**src/rtl/riscv_pkg.sv**
```systemverilog
// Shared RISC-V definitions: load/store funct3 codes and the memory-stage FSM states.
package riscv_pkg;

    localparam logic [2:0] F3_LB  = 3'b000;
    localparam logic [2:0] F3_LH  = 3'b001;
    localparam logic [2:0] F3_LW  = 3'b010;
    localparam logic [2:0] F3_LBU = 3'b100;
    localparam logic [2:0] F3_LHU = 3'b101;
    localparam logic [2:0] F3_SB  = 3'b000;
    localparam logic [2:0] F3_SH  = 3'b001;
    localparam logic [2:0] F3_SW  = 3'b010;

    typedef enum logic {
        IDLE = 1'b0,
        WAIT = 1'b1
    } mem_state_t;

endpackage

```
**src/rtl/memory_stage_if.sv**
```systemverilog
// Data-memory request/response bus between the memory stage (master) and memory (slave).
interface memory_stage_if;
    logic        dmem_req;
    logic        dmem_we;
    logic [31:0] dmem_addr;
    logic [31:0] dmem_wdata;
    logic [3:0]  dmem_wstrb;
    logic        dmem_rvalid;
    logic [31:0] dmem_rdata;

    modport master (
        output dmem_req, dmem_we, dmem_addr, dmem_wdata, dmem_wstrb,
        input  dmem_rvalid, dmem_rdata
    );

    modport slave (
        input  dmem_req, dmem_we, dmem_addr, dmem_wdata, dmem_wstrb,
        output dmem_rvalid, dmem_rdata
    );
endinterface

```
**src/rtl/memory_stage_load_extend.sv**
```systemverilog
// Load lane selection by address low bits and sign/zero extension by funct3.
module load_extend
    import riscv_pkg::*;
(
    input  logic [2:0]  funct3,
    input  logic [1:0]  addr_lo,
    input  logic [31:0] rdata,
    output logic [31:0] ext
);
    logic [7:0]  byte_s;
    logic [15:0] half_s;

    // Pick the addressed byte/half lane, then extend according to the load type.
    always_comb begin
        byte_s = 8'h00;
        half_s = addr_lo[1] ? rdata[31:16] : rdata[15:0];
        ext    = rdata;
        case (addr_lo)
            2'b00:   byte_s = rdata[7:0];
            2'b01:   byte_s = rdata[15:8];
            2'b10:   byte_s = rdata[23:16];
            2'b11:   byte_s = rdata[31:24];
            default: byte_s = 8'h00;
        endcase
        case (funct3)
            F3_LB:   ext = {{24{byte_s[7]}}, byte_s};
            F3_LH:   ext = {{16{half_s[15]}}, half_s};
            F3_LBU:  ext = {24'h000000, byte_s};
            F3_LHU:  ext = {16'h0000, half_s};
            F3_LW:   ext = rdata;
            default: ext = rdata;
        endcase
    end
endmodule

```
**src/rtl/memory_stage.sv**
```systemverilog
// RISC-V memory stage: data-memory access FSM, store lane steering and M->W pipeline register.
// Optional MISALIGN_TRAP_EN suppresses misaligned accesses and adds the W_misalign pulse.
module memory_stage
    import riscv_pkg::*;
(
    input  logic          clk,
    input  logic          rst_n,
    input  logic          M_mem_read,
    input  logic          M_mem_write,
    input  logic [2:0]    M_funct3,
    input  logic [31:0]   M_alu_result,
    input  logic [31:0]   M_write_data,
    input  logic [31:0]   M_pc_auipc_target,
    input  logic [31:0]   M_pc_plus_4,
    input  logic [1:0]    M_rd_src_sel,
    input  logic          M_reg_write,
    input  logic [4:0]    M_rd_addr,
    memory_stage_if.master dmem,
    output logic          M_stall,
    output logic [31:0]   W_alu_result,
    output logic [31:0]   W_load_ext,
    output logic [31:0]   W_pc_auipc_target,
    output logic [31:0]   W_pc_plus_4,
    output logic [1:0]    W_rd_src_sel,
    output logic          W_reg_write,
`ifdef MISALIGN_TRAP_EN
    output logic          W_misalign,
`endif
    output logic [4:0]    W_rd_addr
);
    mem_state_t  state_r, state_next_s;
    logic        access_s, misalign_s, issue_s, req_s;
    logic [31:0] load_ext_s;

    assign access_s = M_mem_read | M_mem_write;
`ifdef MISALIGN_TRAP_EN
    assign misalign_s = access_s &
                        (((M_funct3[1:0] == 2'b01) & M_alu_result[0]) |
                         ((M_funct3[1:0] == 2'b10) & (M_alu_result[1:0] != 2'b00)));
`else
    assign misalign_s = 1'b0;
`endif
    assign issue_s = access_s & ~misalign_s;

    // Next-state and request generation; a same-cycle response in IDLE never enters WAIT.
    always_comb begin
        state_next_s = state_r;
        req_s        = 1'b0;
        case (state_r)
            IDLE: begin
                req_s = issue_s;
                if (issue_s && !dmem.dmem_rvalid) begin
                    state_next_s = WAIT;
                end else begin
                    state_next_s = IDLE;
                end
            end
            WAIT: begin
                req_s = 1'b1;
                if (dmem.dmem_rvalid) begin
                    state_next_s = IDLE;
                end else begin
                    state_next_s = WAIT;
                end
            end
            default: begin
                state_next_s = IDLE;
                req_s        = 1'b0;
            end
        endcase
    end

    // Access FSM state register.
    always_ff @(posedge clk or negedge rst_n) begin
        if (!rst_n) begin
            state_r <= IDLE;
        end else begin
            state_r <= state_next_s;
        end
    end

    // Gating with rst_n keeps the bus quiet for the whole reset interval.
    assign dmem.dmem_req  = req_s & rst_n;
    assign dmem.dmem_we   = M_mem_write;
    assign dmem.dmem_addr = {M_alu_result[31:2], 2'b00};
    assign M_stall        = dmem.dmem_req & ~dmem.dmem_rvalid;

    // Store byte enables and lane-replicated write data.
    always_comb begin
        dmem.dmem_wstrb = 4'b0000;
        dmem.dmem_wdata = M_write_data;
        if (M_mem_write) begin
            case (M_funct3)
                F3_SB: begin
                    dmem.dmem_wstrb = 4'b0001 << M_alu_result[1:0];
                    dmem.dmem_wdata = {4{M_write_data[7:0]}};
                end
                F3_SH: begin
                    dmem.dmem_wstrb = 4'b0011 << {M_alu_result[1], 1'b0};
                    dmem.dmem_wdata = {2{M_write_data[15:0]}};
                end
                F3_SW: begin
                    dmem.dmem_wstrb = 4'b1111;
                    dmem.dmem_wdata = M_write_data;
                end
                default: begin
                    dmem.dmem_wstrb = 4'b0000;
                    dmem.dmem_wdata = M_write_data;
                end
            endcase
        end else begin
            dmem.dmem_wstrb = 4'b0000;
            dmem.dmem_wdata = M_write_data;
        end
    end

    load_extend u_load_extend (
        .funct3  (M_funct3),
        .addr_lo (M_alu_result[1:0]),
        .rdata   (dmem.dmem_rdata),
        .ext     (load_ext_s)
    );

    // M->W pipeline register: bubble while stalled, otherwise capture the M stage.
    always_ff @(posedge clk or negedge rst_n) begin
        if (!rst_n) begin
            W_alu_result      <= 32'h0000_0000;
            W_load_ext        <= 32'h0000_0000;
            W_pc_auipc_target <= 32'h0000_0000;
            W_pc_plus_4       <= 32'h0000_0000;
            W_rd_src_sel      <= 2'b00;
            W_reg_write       <= 1'b0;
            W_rd_addr         <= 5'd0;
`ifdef MISALIGN_TRAP_EN
            W_misalign        <= 1'b0;
`endif
        end else if (M_stall) begin
            W_reg_write       <= 1'b0;
`ifdef MISALIGN_TRAP_EN
            W_misalign        <= 1'b0;
`endif
        end else begin
            W_alu_result      <= M_alu_result;
            W_load_ext        <= (M_mem_read && !misalign_s) ? load_ext_s : 32'h0000_0000;
            W_pc_auipc_target <= M_pc_auipc_target;
            W_pc_plus_4       <= M_pc_plus_4;
            W_rd_src_sel      <= M_rd_src_sel;
            W_reg_write       <= M_reg_write & ~misalign_s;
            W_rd_addr         <= M_rd_addr;
`ifdef MISALIGN_TRAP_EN
            W_misalign        <= misalign_s;
`endif
        end
    end
endmodule

```
**src/flat_wrapper.sv**
```systemverilog
// flat-port wrapper written by rule: the top's interface ports become plain ports
module memory_stage_flat import riscv_pkg::*;
  (clk, rst_n, M_mem_read, M_mem_write, M_funct3, M_alu_result, M_write_data, M_pc_auipc_target, M_pc_plus_4, M_rd_src_sel, M_reg_write, M_rd_addr, M_stall, W_alu_result, W_load_ext, W_pc_auipc_target, W_pc_plus_4, W_rd_src_sel, W_reg_write, W_rd_addr, dmem_dmem_req, dmem_dmem_we, dmem_dmem_addr, dmem_dmem_wdata, dmem_dmem_wstrb, dmem_dmem_rvalid, dmem_dmem_rdata);
  memory_stage_if dmem_i ();
  input  logic clk;
  input  logic rst_n;
  input  logic M_mem_read;
  input  logic M_mem_write;
  input  logic [2:0] M_funct3;
  input  logic [31:0] M_alu_result;
  input  logic [31:0] M_write_data;
  input  logic [31:0] M_pc_auipc_target;
  input  logic [31:0] M_pc_plus_4;
  input  logic [1:0] M_rd_src_sel;
  input  logic M_reg_write;
  input  logic [4:0] M_rd_addr;
  output logic M_stall;
  output logic [31:0] W_alu_result;
  output logic [31:0] W_load_ext;
  output logic [31:0] W_pc_auipc_target;
  output logic [31:0] W_pc_plus_4;
  output logic [1:0] W_rd_src_sel;
  output logic W_reg_write;
  output logic [4:0] W_rd_addr;
  output wire logic [$bits(dmem_i.dmem_req)-1:0] dmem_dmem_req;
  output wire logic [$bits(dmem_i.dmem_we)-1:0] dmem_dmem_we;
  output wire logic [$bits(dmem_i.dmem_addr)-1:0] dmem_dmem_addr;
  output wire logic [$bits(dmem_i.dmem_wdata)-1:0] dmem_dmem_wdata;
  output wire logic [$bits(dmem_i.dmem_wstrb)-1:0] dmem_dmem_wstrb;
  input wire logic [$bits(dmem_i.dmem_rvalid)-1:0] dmem_dmem_rvalid;
  input wire logic [$bits(dmem_i.dmem_rdata)-1:0] dmem_dmem_rdata;
  assign dmem_dmem_req = dmem_i.dmem_req;
  assign dmem_dmem_we = dmem_i.dmem_we;
  assign dmem_dmem_addr = dmem_i.dmem_addr;
  assign dmem_dmem_wdata = dmem_i.dmem_wdata;
  assign dmem_dmem_wstrb = dmem_i.dmem_wstrb;
  assign dmem_i.dmem_rvalid = dmem_dmem_rvalid;
  assign dmem_i.dmem_rdata = dmem_dmem_rdata;
  memory_stage u_core (.clk(clk), .rst_n(rst_n), .M_mem_read(M_mem_read), .M_mem_write(M_mem_write), .M_funct3(M_funct3), .M_alu_result(M_alu_result), .M_write_data(M_write_data), .M_pc_auipc_target(M_pc_auipc_target), .M_pc_plus_4(M_pc_plus_4), .M_rd_src_sel(M_rd_src_sel), .M_reg_write(M_reg_write), .M_rd_addr(M_rd_addr), .dmem(dmem_i), .M_stall(M_stall), .W_alu_result(W_alu_result), .W_load_ext(W_load_ext), .W_pc_auipc_target(W_pc_auipc_target), .W_pc_plus_4(W_pc_plus_4), .W_rd_src_sel(W_rd_src_sel), .W_reg_write(W_reg_write), .W_rd_addr(W_rd_addr));
endmodule
```
**config.mk**
```make
export PLATFORM = sky130hd
export DESIGN_NAME = memory_stage_flat
export DESIGN_NICKNAME = d
export VERILOG_FILES = /design/src/rtl/riscv_pkg.sv /design/src/rtl/memory_stage_if.sv /design/src/rtl/memory_stage_load_extend.sv /design/src/rtl/memory_stage.sv /design/src/flat_wrapper.sv
export SDC_FILE = /design/constraint.sdc
export NUM_CORES = 1
export LEC_CHECK = 0
export CORE_AREA = 2 2 148 150
export CTS_BUF_LIST = sky130_fd_sc_hd__clkbuf_16
export DETAILED_ROUTE_END_ITERATION = 16
export DIE_AREA = 0 0 150 152
export GPL_TIMING_DRIVEN = 0
export MAX_ROUTING_LAYER = met4
export PLACE_DENSITY = 0.8
export SETUP_SLACK_MARGIN = 0.2
export SLEW_MARGIN = 0
export SYNTH_ARGS = -nofsm -noshare
export SYNTH_HDL_FRONTEND = slang
export SYNTH_HIERARCHICAL = 1
export SYNTH_SLANG_ARGS = --single-unit
```
**constraint.sdc**
```tcl
create_clock -name clk -period 3.15 [get_ports clk]
set_input_delay 0.945 -clock clk [delete_from_list [all_inputs] [get_ports clk]]
set_output_delay 0.945 -clock clk [all_outputs]
set_load 0.005 [all_outputs]
```
==> results.md <==
- Synth area leaders: dfrtp_1 50%, mux2_4 21%, a22o_1 5.0%
- Synth Area per Inst: roughly 13 µm²
- Initial Util: 0.320
- Min cycle time layout: 3.06 ns
- Post-synth EDFFs: 0
- Ports: ~380
- Vias in the first global route: between 6000 and 7000
- Outcome: complete, no violations
- Clock Power Share: 0.393
- Fin cells: roughly 1200
- Inserted Diodes: 0
- Distinct cells, synth: 30
- Die X: roughly 150 µm
- Syn Inst Count: ~510
- Placed cell area: roughly 11000 µm²
- Row Count: 54
- Layout cell share with drive strength beyond 1: 0.308
- Core area: 21400 µm²
- Most frequent cell after synthesis: dfrtp_1
- Fin nets: 1113
- Initial DRT Pass Iterations: 5
- Slowest cell on crit path: mux2_4
- First-pass GRT wire length: between 30000 and 40000 µm
- Net Sw Power: between 1000 and 1500 µW
- P per Cell Area: 448 nW/µm²
- DR vias/cell: around 4.8
- Chip height: about 150 µm
- Largest net degree at the start of global routing: 80
- Final Hold Viols: 0
- Initial antenna violation count: 0
- Syn Std Cell Area: 6840 µm²
- Placed Instances: around 1200
- Final instance area: about 12000 µm²
- Reg clk slew, reported paths: 0.06 ns
- Slew HR: 0.638
- Cts bufs inserted: 17
- Clock Path Buffers: 2
- Worst EP arrival: ~2.1 ns
- Gpl congestion: about 0.87
- LEAKAGE: 0.00555 µW
- Slowest Stage Delay on Critical Path: 0.30 ns
- Switching Share: 0.245
- Worst-path cell chain: clkbuf_16 > nor3b_4 > buf_6 > buf_12 > buf_6 > mux2_4 > buf_6
- Gr usage total: 0.215
- Total gr overflow: 0
- TritonCTS clock tree: yes
- Worst-Skew Late Latency: approximately 0.42 ns
- Synth Flop Type: dfrtp_1
- Synth warn: 6
- RSZ-0062 raised after global routing: true
- Internal power: ~4100 µW
- Crit Path Category: in -> out
- WP data required: between 2 and 2.5 ns
- Sequential cell area fraction in the yosys report: 0.501
- Post-synth top area share: 0.501
- Fin crit share: 0.973
- Setup violators final: 0
- Cell mode on critical path: buf_6
- Post-DP HPWL: between 15000 and 20000 µm
- Clk root buf: clkbuf_16
- Seq pwr share: 0.369
- Worst Skew: about 0.0086 ns
- Worst hold path type: in -> async
- DRT Wirelength: roughly 25000 µm
- Clk sinks: 137
- Worst-margin pin slew: about 0.54 ns
- Setup TNS: 0 ns
- Drt initial violations: around 300
- Max-slew violation count: 0
- Yosys top cell by area: dfrtp_1
- Number of max-cap violations: 0
- CTS Hold Bufs: 0
- Max Clk Rate: 326 MHz
- WL per Instance: approximately 20 µm
- FFs w/ async S/R, synth: 1.00
- Critical path capture point type: output port
- # DRC: 0
- CP Max Fanout: 4
- Via count: 5869
- Peak supply drop: approximately 0.28 mV
- I/O Buffers: ~380
- Filler cells: 1781
- Yosys reg bits: around 140
- CP startpoint kind: input port
- Die area: about 23000 µm²
- Final ANT Viol Nets: 0
- Area Growth Syn to Fin: 76.6%
- Commonest cells in the netlist: 137 x dfrtp_1, 96 x mux2_4, 48 x nand2_1, 42 x buf_4, 39 x a22o_1
- Combinational power share: 0.239
- H-tree lvl count: 4
## state kept, by name (all words and copies together) (netlist names)
| register | flops |
|---|---|
| u_core/W_alu_result | 32 |
| u_core/W_load_ext | 32 |
| u_core/W_pc_auipc_target | 32 |
| u_core/W_pc_plus_4 | 32 |
| u_core/W_rd_addr | 5 |
| u_core/W_rd_src_sel | 2 |
| u_core/W_reg_write | 1 |
| u_core/state_r | 1 |
## per-stage QoR
stage	worst slack, ns	power (µW)	hold slack (ns)	util
floorplan	0.279	2470	0.468	-
global placement	-5.66	3250	0.489	0.515
detailed placement	-1.05	3270	0.491	0.516
CTS	0.0708	5440	0.465	0.557
global route	0.0480	5630	0.478	0.566
finish	0.0855	5410	0.454	0.566
## per-layer routing
layer	up-vias	GRT usage	part of all wire
li1	2628	-	-
met3	22	0.0733	0.098
met5	-	-	0
met4	0	0.0508	0.013
met2	326	0.383	0.54
met1	2893	0.226	0.35
## worst max-delay path, delay by kind of cell
| kind | cells | cell delay, ns |
|---|---|---|
| AND/OR/NAND/NOR | 1 | 0.29 |
| buffers and inverters | 5 | 0.60 |
| multiplexers | 1 | 0.30 |
## path summary, 6_finish.rpt
| path | depth (start not counted) | end | slack, ns | start |
|---|---|---|---|---|
| setup / recovery | 7 | dmem_dmem_wdata[21] | 0.09 | M_funct3[1] |
| hold / removal | 1 | u_core/W_pc_auipc_target[30] | 0.45 | rst_n |
| setup reg to reg | 6 | u_core/W_load_ext[11] | 1.56 | u_core/state_r |
| hold reg to reg | 1 | u_core/W_alu_result[12] | 0.50 | u_core/W_alu_result[12] |
| max in group asynchronous | 2 | u_core/W_rd_addr[2] | 1.92 | rst_n |
| min in group clk | 1 | u_core/W_alu_result[12] | 0.50 | u_core/W_alu_result[12] |
## power by group through the flow
stage	registers (µW)	logic, µW	clock network, µW
5_1_grt	2010	1370	2250
3_3_place_gp	2020	1230	0
4_1_cts	1990	1280	2170
6_report	1990	1290	2120
3_5_place_dp	2020	1250	0
2_1_floorplan	2030	445	0
## cell usage in the layout, fill, tap and decap left out, drive strengths merged, types with 2 or more instances in the layout
master | Yosys | final
clkbuf | 11 | 32
nor3 | 2 | 2
buf | 63 | 116
o21ai | 11 | 11
dfrtp | 137 | 137
bufinv | 0 | 4
a22oi | 13 | 13
clkdlybuf4s50 | 0 | 304
a22o | 39 | 39
nand3 | 2 | 2
mux2 | 126 | 126
nand2 | 48 | 48
a21oi | 12 | 12
inv | 4 | 11
mux2i | 9 | 9
clkinv | 0 | 3
conb | 1 | 2
dlygate4sd2 | 0 | 44
clkdlybuf4s15 | 0 | 2
nor2b | 4 | 4
nor2 | 15 | 15
nand2b | 3 | 3
## cells by family (layout without fill, tap and decap cells)
| group | count (synthesis) | in the layout | share of synthesized area |
|---|---|---|---|
| mux | 136 | 136 | 0.277 |
| buf+inv | 78 | 518 | 0.0818 |
| other cells | 1 | 2 | 0.000548 |
| simple gates | 77 | 77 | 0.0520 |
| compound gates | 80 | 80 | 0.0876 |
| flops | 137 | 137 | 0.501 |
## timing repair
action / in CTS / in global routing
gates cloned: 1 / 1
resized for setup: 214 / 28
buffers inserted: 19 / 7
setup endpoints to repair: 69 / 24
pin swaps: 4 / 4
hold endpoints to repair: 0 / 0
## area by class of cell
type / instances / area (µm²) / area share
Inverter: 4 / 15.0 / 0.00124
Multi-Input combinational cell: 295 / 2980 / 0.247
Buffer: 74 / 601 / 0.0497
Timing Repair Buffer: 408 / 4080 / 0.338
Clock buffer: 17 / 425 / 0.0352
Sequential cell: 137 / 3430 / 0.284
Clock inverter: 15 / 195 / 0.0162
Tap cell: 280 / 350 / 0.0290
(Power assumes the default switching activity.)
